[src/rtl/instr_mem_loader.sv]
// Instruction memory loader: receives a length-prefixed big-endian byte stream,
// packs it into 32-bit words written to consecutive addresses from 0, and holds
// the core in reset for the duration of the load.
module instr_mem_loader #(
    parameter int unsigned ADDR_WIDTH = 8
) (
    input  logic                  clk,
    input  logic                  rst_n,
    input  logic                  load_start_i,
    input  logic                  byte_valid_i,
    input  logic [7:0]            byte_data_i,
    output logic                  byte_ready_o,
    output logic                  imem_we_o,
    output logic [ADDR_WIDTH-1:0] imem_addr_o,
    output logic [31:0]           imem_wdata_o,
    output logic                  cpu_hold_o,
    output logic                  done_o,
    output logic                  error_o
);

    localparam int unsigned Depth = 2 ** ADDR_WIDTH;

    typedef enum logic [2:0] {
        StIdle, StLenHi, StLenLo, StData, StWrite, StDone, StErr
    } state_e;

    state_e state_q, state_d;

    logic [15:0]           len_q, len_d;
    logic [ADDR_WIDTH:0]   word_cnt_q, word_cnt_d;
    logic [1:0]            byte_cnt_q, byte_cnt_d;
    logic [23:0]           asm_q, asm_d;
    logic [31:0]           wdata_q, wdata_d;
    logic [ADDR_WIDTH-1:0] addr_q, addr_d;
    logic                  error_q, error_d;

    logic                  xfer;
    logic                  start;
    logic [15:0]           len_full;
    logic                  len_bad;
    logic [ADDR_WIDTH:0]   word_cnt_inc;
    logic                  last_word;

    assign xfer         = byte_valid_i & byte_ready_o;
    assign start        = load_start_i & ((state_q == StIdle) | (state_q == StErr));
    assign len_full     = {len_q[15:8], byte_data_i};
    assign len_bad      = (len_full == 16'd0) | (32'(len_full) > Depth);
    // Counter is one bit wider than the address so a full-depth load can reach N.
    assign word_cnt_inc = word_cnt_q + {{ADDR_WIDTH{1'b0}}, 1'b1};
    assign last_word    = (32'(word_cnt_inc) == 32'(len_q));

    // State register
    always_ff @(posedge clk or negedge rst_n) begin
        if (!rst_n) begin
            state_q <= StIdle;
        end else begin
            state_q <= state_d;
        end
    end

    // Next-state logic
    always_comb begin
        state_d = state_q;
        unique case (state_q)
            StIdle:  if (load_start_i) state_d = StLenHi;
            StLenHi: if (xfer) state_d = StLenLo;
            StLenLo: if (xfer) state_d = len_bad ? StErr : StData;
            StData:  if (xfer && byte_cnt_q == 2'd3) state_d = StWrite;
            StWrite: state_d = last_word ? StDone : StData;
            StDone:  state_d = StIdle;
            StErr:   if (load_start_i) state_d = StLenHi;
            default: state_d = StIdle;
        endcase
    end

    // Outputs decoded from state
    always_comb begin
        byte_ready_o = 1'b0;
        imem_we_o    = 1'b0;
        cpu_hold_o   = 1'b1;
        done_o       = 1'b0;
        unique case (state_q)
            StIdle:                   cpu_hold_o = 1'b0;
            StLenHi, StLenLo, StData: byte_ready_o = 1'b1;
            StWrite:                  imem_we_o = 1'b1;
            StDone: begin
                cpu_hold_o = 1'b0;
                done_o     = 1'b1;
            end
            StErr:                    cpu_hold_o = 1'b1;
            default:                  cpu_hold_o = 1'b0;
        endcase
    end

    assign imem_addr_o  = addr_q;
    assign imem_wdata_o = wdata_q;
    assign error_o      = error_q;

    // Datapath next-state: length capture, byte packing, word counting
    always_comb begin
        len_d      = len_q;
        word_cnt_d = word_cnt_q;
        byte_cnt_d = byte_cnt_q;
        asm_d      = asm_q;
        wdata_d    = wdata_q;
        addr_d     = addr_q;
        error_d    = error_q;
        if (start) begin
            word_cnt_d = '0;
            byte_cnt_d = 2'd0;
            error_d    = 1'b0;
        end
        if (xfer && state_q == StLenHi) begin
            len_d[15:8] = byte_data_i;
        end
        if (xfer && state_q == StLenLo) begin
            len_d[7:0] = byte_data_i;
            error_d    = len_bad;
        end
        if (xfer && state_q == StData) begin
            byte_cnt_d = byte_cnt_q + 2'd1;
            asm_d      = {asm_q[15:0], byte_data_i};
            // Output registers only update on the word boundary so they hold
            // their values outside the write cycle.
            if (byte_cnt_q == 2'd3) begin
                wdata_d = {asm_q, byte_data_i};
                addr_d  = word_cnt_q[ADDR_WIDTH-1:0];
            end
        end
        if (state_q == StWrite) begin
            word_cnt_d = word_cnt_inc;
        end
    end

    // Datapath registers
    always_ff @(posedge clk or negedge rst_n) begin
        if (!rst_n) begin
            len_q      <= '0;
            word_cnt_q <= '0;
            byte_cnt_q <= '0;
            asm_q      <= '0;
            wdata_q    <= '0;
            addr_q     <= '0;
            error_q    <= 1'b0;
        end else begin
            len_q      <= len_d;
            word_cnt_q <= word_cnt_d;
            byte_cnt_q <= byte_cnt_d;
            asm_q      <= asm_d;
            wdata_q    <= wdata_d;
            addr_q     <= addr_d;
            error_q    <= error_d;
        end
    end

endmodule
[config.mk]
export PLATFORM = sky130hd
export DESIGN_NAME = instr_mem_loader
export DESIGN_NICKNAME = d
export VERILOG_FILES = /design/src/rtl/instr_mem_loader.sv
export SDC_FILE = /design/constraint.sdc
export NUM_CORES = 1
export LEC_CHECK = 0
export CELL_PAD_IN_SITES_DETAIL_PLACEMENT = 0
export CELL_PAD_IN_SITES_GLOBAL_PLACEMENT = 1
export CORE_UTILIZATION = 35
export CTS_CLUSTER_DIAMETER = 30
export CTS_CLUSTER_SIZE = 24
export DETAILED_ROUTE_END_ITERATION = 16
export HOLD_SLACK_MARGIN = 0.05
export PLACE_DENSITY = 0.68
export SLEW_MARGIN = 20
export SYNTH_ARGS = -nofsm -noshare
export SYNTH_HDL_FRONTEND = slang
export SYNTH_SLANG_ARGS = --single-unit
export TNS_END_PERCENT = 10
[constraint.sdc]
create_clock -name clk -period 4 [get_ports clk]
set_clock_uncertainty 0.05 [all_clocks]
set_input_delay 0.6 -clock clk [delete_from_list [all_inputs] [get_ports clk]]
set_output_delay 0.6 -clock clk [all_outputs]
set_load 0.1 [all_outputs]
==> results of run 1 <==
==> cells in the final DEF, fill, tap and decap left out, drive strengths merged, types with 4 or more instances in the layout <==
cell type	instances
inv	7
xnor2	9
buf	7
dfrtp	95
nand2	87
o21ai	13
o31ai	4
nor3	4
clkbuf	10
clkdlybuf4s50	54
nand3	6
nor2	10
xor2	5
a21oi	6
mux2	57
and3	6
==> how the worst min path moves through the flow <==
stage,start,to,cells past startpoint
finish,rst_n,state_q[1],1
global route,rst_n,state_q[1],1
CTS,rst_n,word_cnt_q[0],1
detailed placement,asm_q[23],asm_q[23],2
global placement,asm_q[23],asm_q[23],2
floorplan,rst_n,asm_q[0],0
==> metal layers <==
layer | GRT usage | vias to the layer above | part of all wire
met2 | 0.222 | 51 | 0.44
met3 | 0.0312 | 10 | 0.034
met1 | 0.221 | 1348 | 0.51
met4 | 0.0564 | 0 | 0.015
met5 | 0 | - | 0
li1 | - | 1326 | -
==> cells by family after synthesis <==
logic type | count (synthesis)
compound gates | 38
xor+xnor | 14
fa+ha+maj | 2
buf+inv | 24
flops | 95
mux | 57
simple gates | 125
==> per-stage QoR <==
step                utilization  std cells
CTS                       0.444        557
detailed placement        0.418        542
global route              0.444        557
finish                    0.444        557
floorplan                     -        355
global placement          0.418        542
==> power groups by stage <==
stage / clock, W / combinational [W] / sequential [W]
after floorplan: 0 / 0.000740 / 0.00200
after global placement: 0 / 0.00162 / 0.00151
after detailed placement: 0 / 0.00163 / 0.00151
after CTS: 0.000875 / 0.00164 / 0.00149
after global routing: 0.000911 / 0.00173 / 0.00153
final: 0.000851 / 0.00163 / 0.00149
==> sequential cells by signal, summed over array words and instances, names as in the netlist <==
signal and cells:
imem_wdata_o 32, asm_q 24, len_q 16, state_q 3
word_cnt_q 9, byte_cnt_q 2, imem_addr_o 8, error_o 1
==> cell type report <==
type	count	share of cell area
clock buffer	10	0.0472
clock inverter	5	0.0116
inverter	7	0.00519
multi-input combinational	236	0.315
sequential	95	0.469
tap	143	0.0353
timing repair buffer	61	0.117
==> results by group, run 1 <==
Run status
  – Status: finished clean

Place
  – GPL Wtd Cong: approximately 0.8
  – Cell Area, Placed: about 0.0048 sq mm
  – Count of buffers from port buffering: 56
  – DP HPWL: slightly below 6 mm
  – Placement Setup Slack: around 1.2 ns

Global routing
  – Overall Global Routing Usage: 0.152
  – First-pass GRT wire length: about 14 mm
  – Initial antenna violation count: 0
  – Vias in the first global route: between 2000 and 3000
  – Grt ovf: 0
  – Largest net degree at the start of global routing: 52

Synthesis
  – Async set-reset flop share out of synthesis: 1.00
  – Synth Area in Compound Gates: 0.0627
  – Synthesis Warnings: 0
  – Combinational family with the most area after synthesis: multiplexers
  – Mux cell area share after synthesis: 0.157
  – Synth Area in Adders: 0.00611
  – Most frequent cells after synthesis: dfrtp_1, nand2_1, mux2_2
  – Top-count cell post-synth: dfrtp_1
  – Syn Area/Cell: between 10 and 15 sq um
  – Cell Area, Synth: roughly 0.0041 sq mm
  – Simple-gate share of the synthesized area: 0.134
  – Synth top area cells: dfrtp_1, mux2_2, nand2_1
  – Cell variety after synth: 45
  – XOR/XNOR share of the synthesized area: 0.0300
  – Post-synthesis sequential area ratio: 0.581
  – Top cell type by total area after synthesis: dfrtp_1
  – Top_reg_cell synth: dfrtp_1
  – Count of mapped cells out of synthesis: ~360
  – #FFs+latches synth: 95
  – Syn_nets: about 370
  – Post-synth EDFFs: 0
  – Synth top area share: 0.581

Die
  – Die width: approximately 110 um
  – Initial core utilization: 0.359
  – # IOs: 57
  – DIE HEIGHT: around 110 um
  – FP Rows: 39
  – Die ar.: 0.0121 sq mm
  – Core Footprint: approximately 0.011 sq mm

CTS
  – CTS Buf Count: 9
  – Root buf cell: clkbuf_16
  – CTS Hold Bufs: 0
  – Clock Pin Slew Worst Setup and Hold Paths: roughly 0.07 ns
  – CTS sink count: between 90 and 100
  – Post-CTS Resized: 0
  – CTS tree: built
  – Clk buf depth: 2
  – Worst-Skew Late Latency: around 0.34 ns
  – H-tree levels: 3
  – Postcts setup bufs: 0

Drt
  – Via density: 4.91
  – Routed wire per std cell: 15.2 um
  – Post-DRT Antenna Nets: 0
  – Routed WL: between 8 and 9 mm
  – Via Count: 2735
  – 1st-iter DRT viols: 143
  – # DRC: 0
  – Drt first pass iters: 4

STA
  – Setup TNS: 0 ns
  – Minimum clock period: ~3.0 ns
  – Period utilisation layout: 0.749
  – Setup WS post-layout: 1.00 ns
  – Worst rel slew slack: 0.344
  – Fmax: approximately 330 MHz
  – RSZ-0062 raised after global routing: no
  – Slew @ Worst Pin: just under 1 ns
  – Max Transition Viols Final: 0
  – Setup-failing EPs final: 0
  – WHS: approximately 0.22 ns
  – Endpoints failing hold: 0

Finish
  – Share of layout cells above drive strength 1: 0.174
  – Antenna Cells: 0
  – Fill count: 1076
  – FF+latch area: 0.00238 sq mm
  – Final instance area: between 0.005 and 0.006 sq mm
  – P&R area growth vs syn: 23.8%
  – Fin nets: ~420
  – Footprint of the multi-input gates: ~0.0016 sq mm

Worst setup path
  – Startpoint types: flip-flop
  – Critical Path RT: around 3.4 ns
  – Reg-to-reg startpoint: state_q[2]
  – Buf/Inv on CP: 2
  – Critical path endpoint category: output pin
  – Largest stage delay, worst path: about 1.1 ns
  – CP max-delay cell: clkdlybuf4s50_1
  – FF-to-FF path depth: 6
  – End of the critical path: done_o
  – Max FO, Critical Path: 11
  – Reg2reg end: imem_addr_o[1]
  – WP data arrival: about 2.4 ns
  – Crit path from: state_q[1]
  – Crit Path Category: reg -> out
  – R2R setup slack: 1.69 ns
  – CP Cell Sequence: inv_1 > and3_1 > clkdlybuf4s50_1
  – Crit-path leading delay family: buffers and inverters
  – CP Depth: 3

Power
  – Sequential power share: 0.375
  – Power Dens Cells: about 780 mW/mm^2
  – Switching Share: 0.433
  – Internal power: around 0.0022 W
  – Leakage: ~2.4 nW
  – Maximum VDD drop: approximately 450 uV
  – Pwr Total: around 0.0040 W
  – Clock group share of total power: 0.215
  – Net Sw Power: 0.00172 W
  – Combinational power share: 0.410

Run
  – Number of max-cap violations: 0

Min path
  – Worst Hold Class: in -> async
No activity file was read; power rests on OpenSTA's default activity.
==> inputs of run 2 (changes only) <==
- PLACE_DENSITY: 0.68 -> 0.71
- clock period: 4 -> 2.7 ns (I/O delays scaled with it)
==> results by group, run 2 (same netlist as run 1, synthesis figures left out) <==
Run status
  – Status: finished clean

CTS
  – Worst-Skew Late Latency: ~0.34 ns
  – CTS Buf Count: 9
  – CTS tree: built
  – Post-CTS Resized: 0
  – Clock Pin Slew Worst Setup and Hold Paths: about 0.060 ns
  – Clk buf depth: 2
  – CTS sink count: 95
  – H-tree levels: 3
  – Root buf cell: clkbuf_16

Power
  – Sequential power share: 0.374
  – Net Sw Power: roughly 0.0025 W
  – Power Dens Cells: roughly 1200 mW/mm^2
  – Maximum VDD drop: roughly 760 uV
  – Clock group share of total power: 0.219
  – Internal power: about 0.0033 W
  – Switching Share: 0.433
  – Combinational power share: 0.407
  – Pwr Total: 0.00589 W
  – Leakage: 2.51 nW

Place
  – DP HPWL: between 5 and 6 mm
  – Placed cell count: ~550
  – GPL Wtd Cong: roughly 0.83
  – Count of buffers from port buffering: between 50 and 60
  – Cell Area, Placed: 0.00471 sq mm

Drt
  – 1st-iter DRT viols: about 120
  – Routed wire per std cell: approximately 15 um
  – # DRC: 0
  – Drt first pass iters: 4
  – Post-DRT Antenna Nets: 0
  – Via density: around 5
  – Via Count: 2805
  – Routed WL: 8.46 mm

Global routing
  – Vias in the first global route: approximately 2600
  – Largest net degree at the start of global routing: 63
  – Grt ovf: 0
  – First-pass GRT wire length: roughly 14 mm
  – Initial antenna violation count: 0
  – Overall Global Routing Usage: 0.151

Die
  – Core Footprint: 0.0114 sq mm
  – Die ar.: around 0.012 sq mm
  – DIE HEIGHT: 110 um
  – # IOs: 57
  – Die width: roughly 110 um
  – FP Rows: 39
  – Initial core utilization: 0.359

STA
  – Max Transition Viols Final: 0
  – Setup TNS: 0 ns
  – Period utilisation layout: 0.906
  – RSZ-0062 raised after global routing: no
  – Minimum clock period: ~2.4 ns
  – Setup-failing EPs final: 0
  – Fmax: 409 MHz
  – Endpoints failing hold: 0
  – Worst rel slew slack: 0.677
  – WHS: 0.427 ns
  – Slew @ Worst Pin: 0.483 ns

Worst setup path
  – WP data arrival: between 1.5 and 2 ns
  – FF-to-FF path depth: 6
  – CP Depth: 4
  – CP max-delay cell: dfrtp_1
  – Crit-path leading delay family: buffers and inverters
  – Largest stage delay, worst path: 0.54 ns
  – Buf/Inv on CP: 2
  – Critical path endpoint category: output pin
  – Max FO, Critical Path: 16
  – Crit path from: state_q[0]
  – End of the critical path: imem_we_o
  – R2R setup slack: ~0.49 ns
  – Critical Path RT: ~2.3 ns
  – Reg2reg end: word_cnt_q[8]
  – Crit Path Category: reg -> out
  – CP Cell Sequence: nor2_1 > nand2_1 > inv_1 > buf_12
  – Startpoint types: flip-flop
  – Reg-to-reg startpoint: state_q[0]

Finish
  – P&R area growth vs syn: 22.8%
  – Final instance area: roughly 0.005 sq mm
  – Antenna Cells: 0
  – Fill count: 1086
  – Fin nets: approximately 430
  – Share of layout cells above drive strength 1: 0.284
  – Commonest non-fill, non-tap cell in the layout: dfrtp_1
  – Most frequent cells in the layout: dfrtp_1, nand2_1, buf_4
  – Largest register FFs: 32
  – Non-Filler Instances: about 560

Min path
  – Worst Hold Class: reg -> reg

Run
  – Number of max-cap violations: 0
[run 2: cell types whose count changed in the layout (fill, tap and decap cells not counted), sizes merged]
cell / change
clkinvlp: -2
clkdlybuf4s50: -44
inv: +1
buf: +47
dlygate4sd3: +1
clkbuf: +2
[run 2: repair_timing]
item / 4_1_cts / 5_1_grt
hold buffers: 1 / 0
hold endpoints to repair: 33 / 0
buffers inserted: 0 / 0
[run 2: worst min path at each step]
| stage | start | endpoint | slack [ns] | cells after the start |
|---|---|---|---|---|
| CTS | asm_q[22] | asm_q[22] | 0.43 | 2 |
| global placement | rst_n | imem_wdata_o[12] | 0.33 | 1 |
| finish | asm_q[18] | asm_q[18] | 0.43 | 2 |
| global route | asm_q[20] | asm_q[20] | 0.45 | 2 |
| detailed placement | rst_n | imem_wdata_o[12] | 0.33 | 1 |
| floorplan | rst_n | asm_q[0] | 0.06 | 0 |
[run 2: cell type report]
type,instances,area [sq um],share of cell area
flip-flops and latches,95,2380,0.473
repair buffers,65,541,0.108
inverters,7,26.3,0.00523
clock buffers,12,256,0.0510
multi-input cells,236,1590,0.317
well taps,143,179,0.0356
clock inverters,4,52.6,0.0105
[run 2: power groups by stage]
stage	logic, W	clock network (W)	registers [W]
2_1_floorplan	0.00110	0	0.00296
3_3_place_gp	0.00238	0	0.00222
3_5_place_dp	0.00241	0	0.00223
4_1_cts	0.00242	0.00132	0.00221
5_1_grt	0.00256	0.00138	0.00228
6_report	0.00240	0.00129	0.00220
[run 2: per-stage QoR]
stage          setup slack [ns]   util
6_report                  0.254  0.440
3_5_place_dp              0.363  0.412
4_1_cts                   0.257  0.440
2_1_floorplan            0.0180      -
5_1_grt                  0.0689  0.440
3_3_place_gp              0.386  0.412
[run 2: tightest hold or removal path, delay by kind of cell (launching register included)]
| family | cells | cell delay [ns] |
|---|---|---|
| DFF | 1 | 0.34 |
| and+or+nand+nor | 2 | 0.11 |
[run 2: per-layer routing]
layer | GRT usage | wire length [um]
met2 | 0.223 | 3830
met4 | 0.0564 | 119
met1 | 0.219 | 4160
met5 | 0 | 0
met3 | 0.0317 | 361
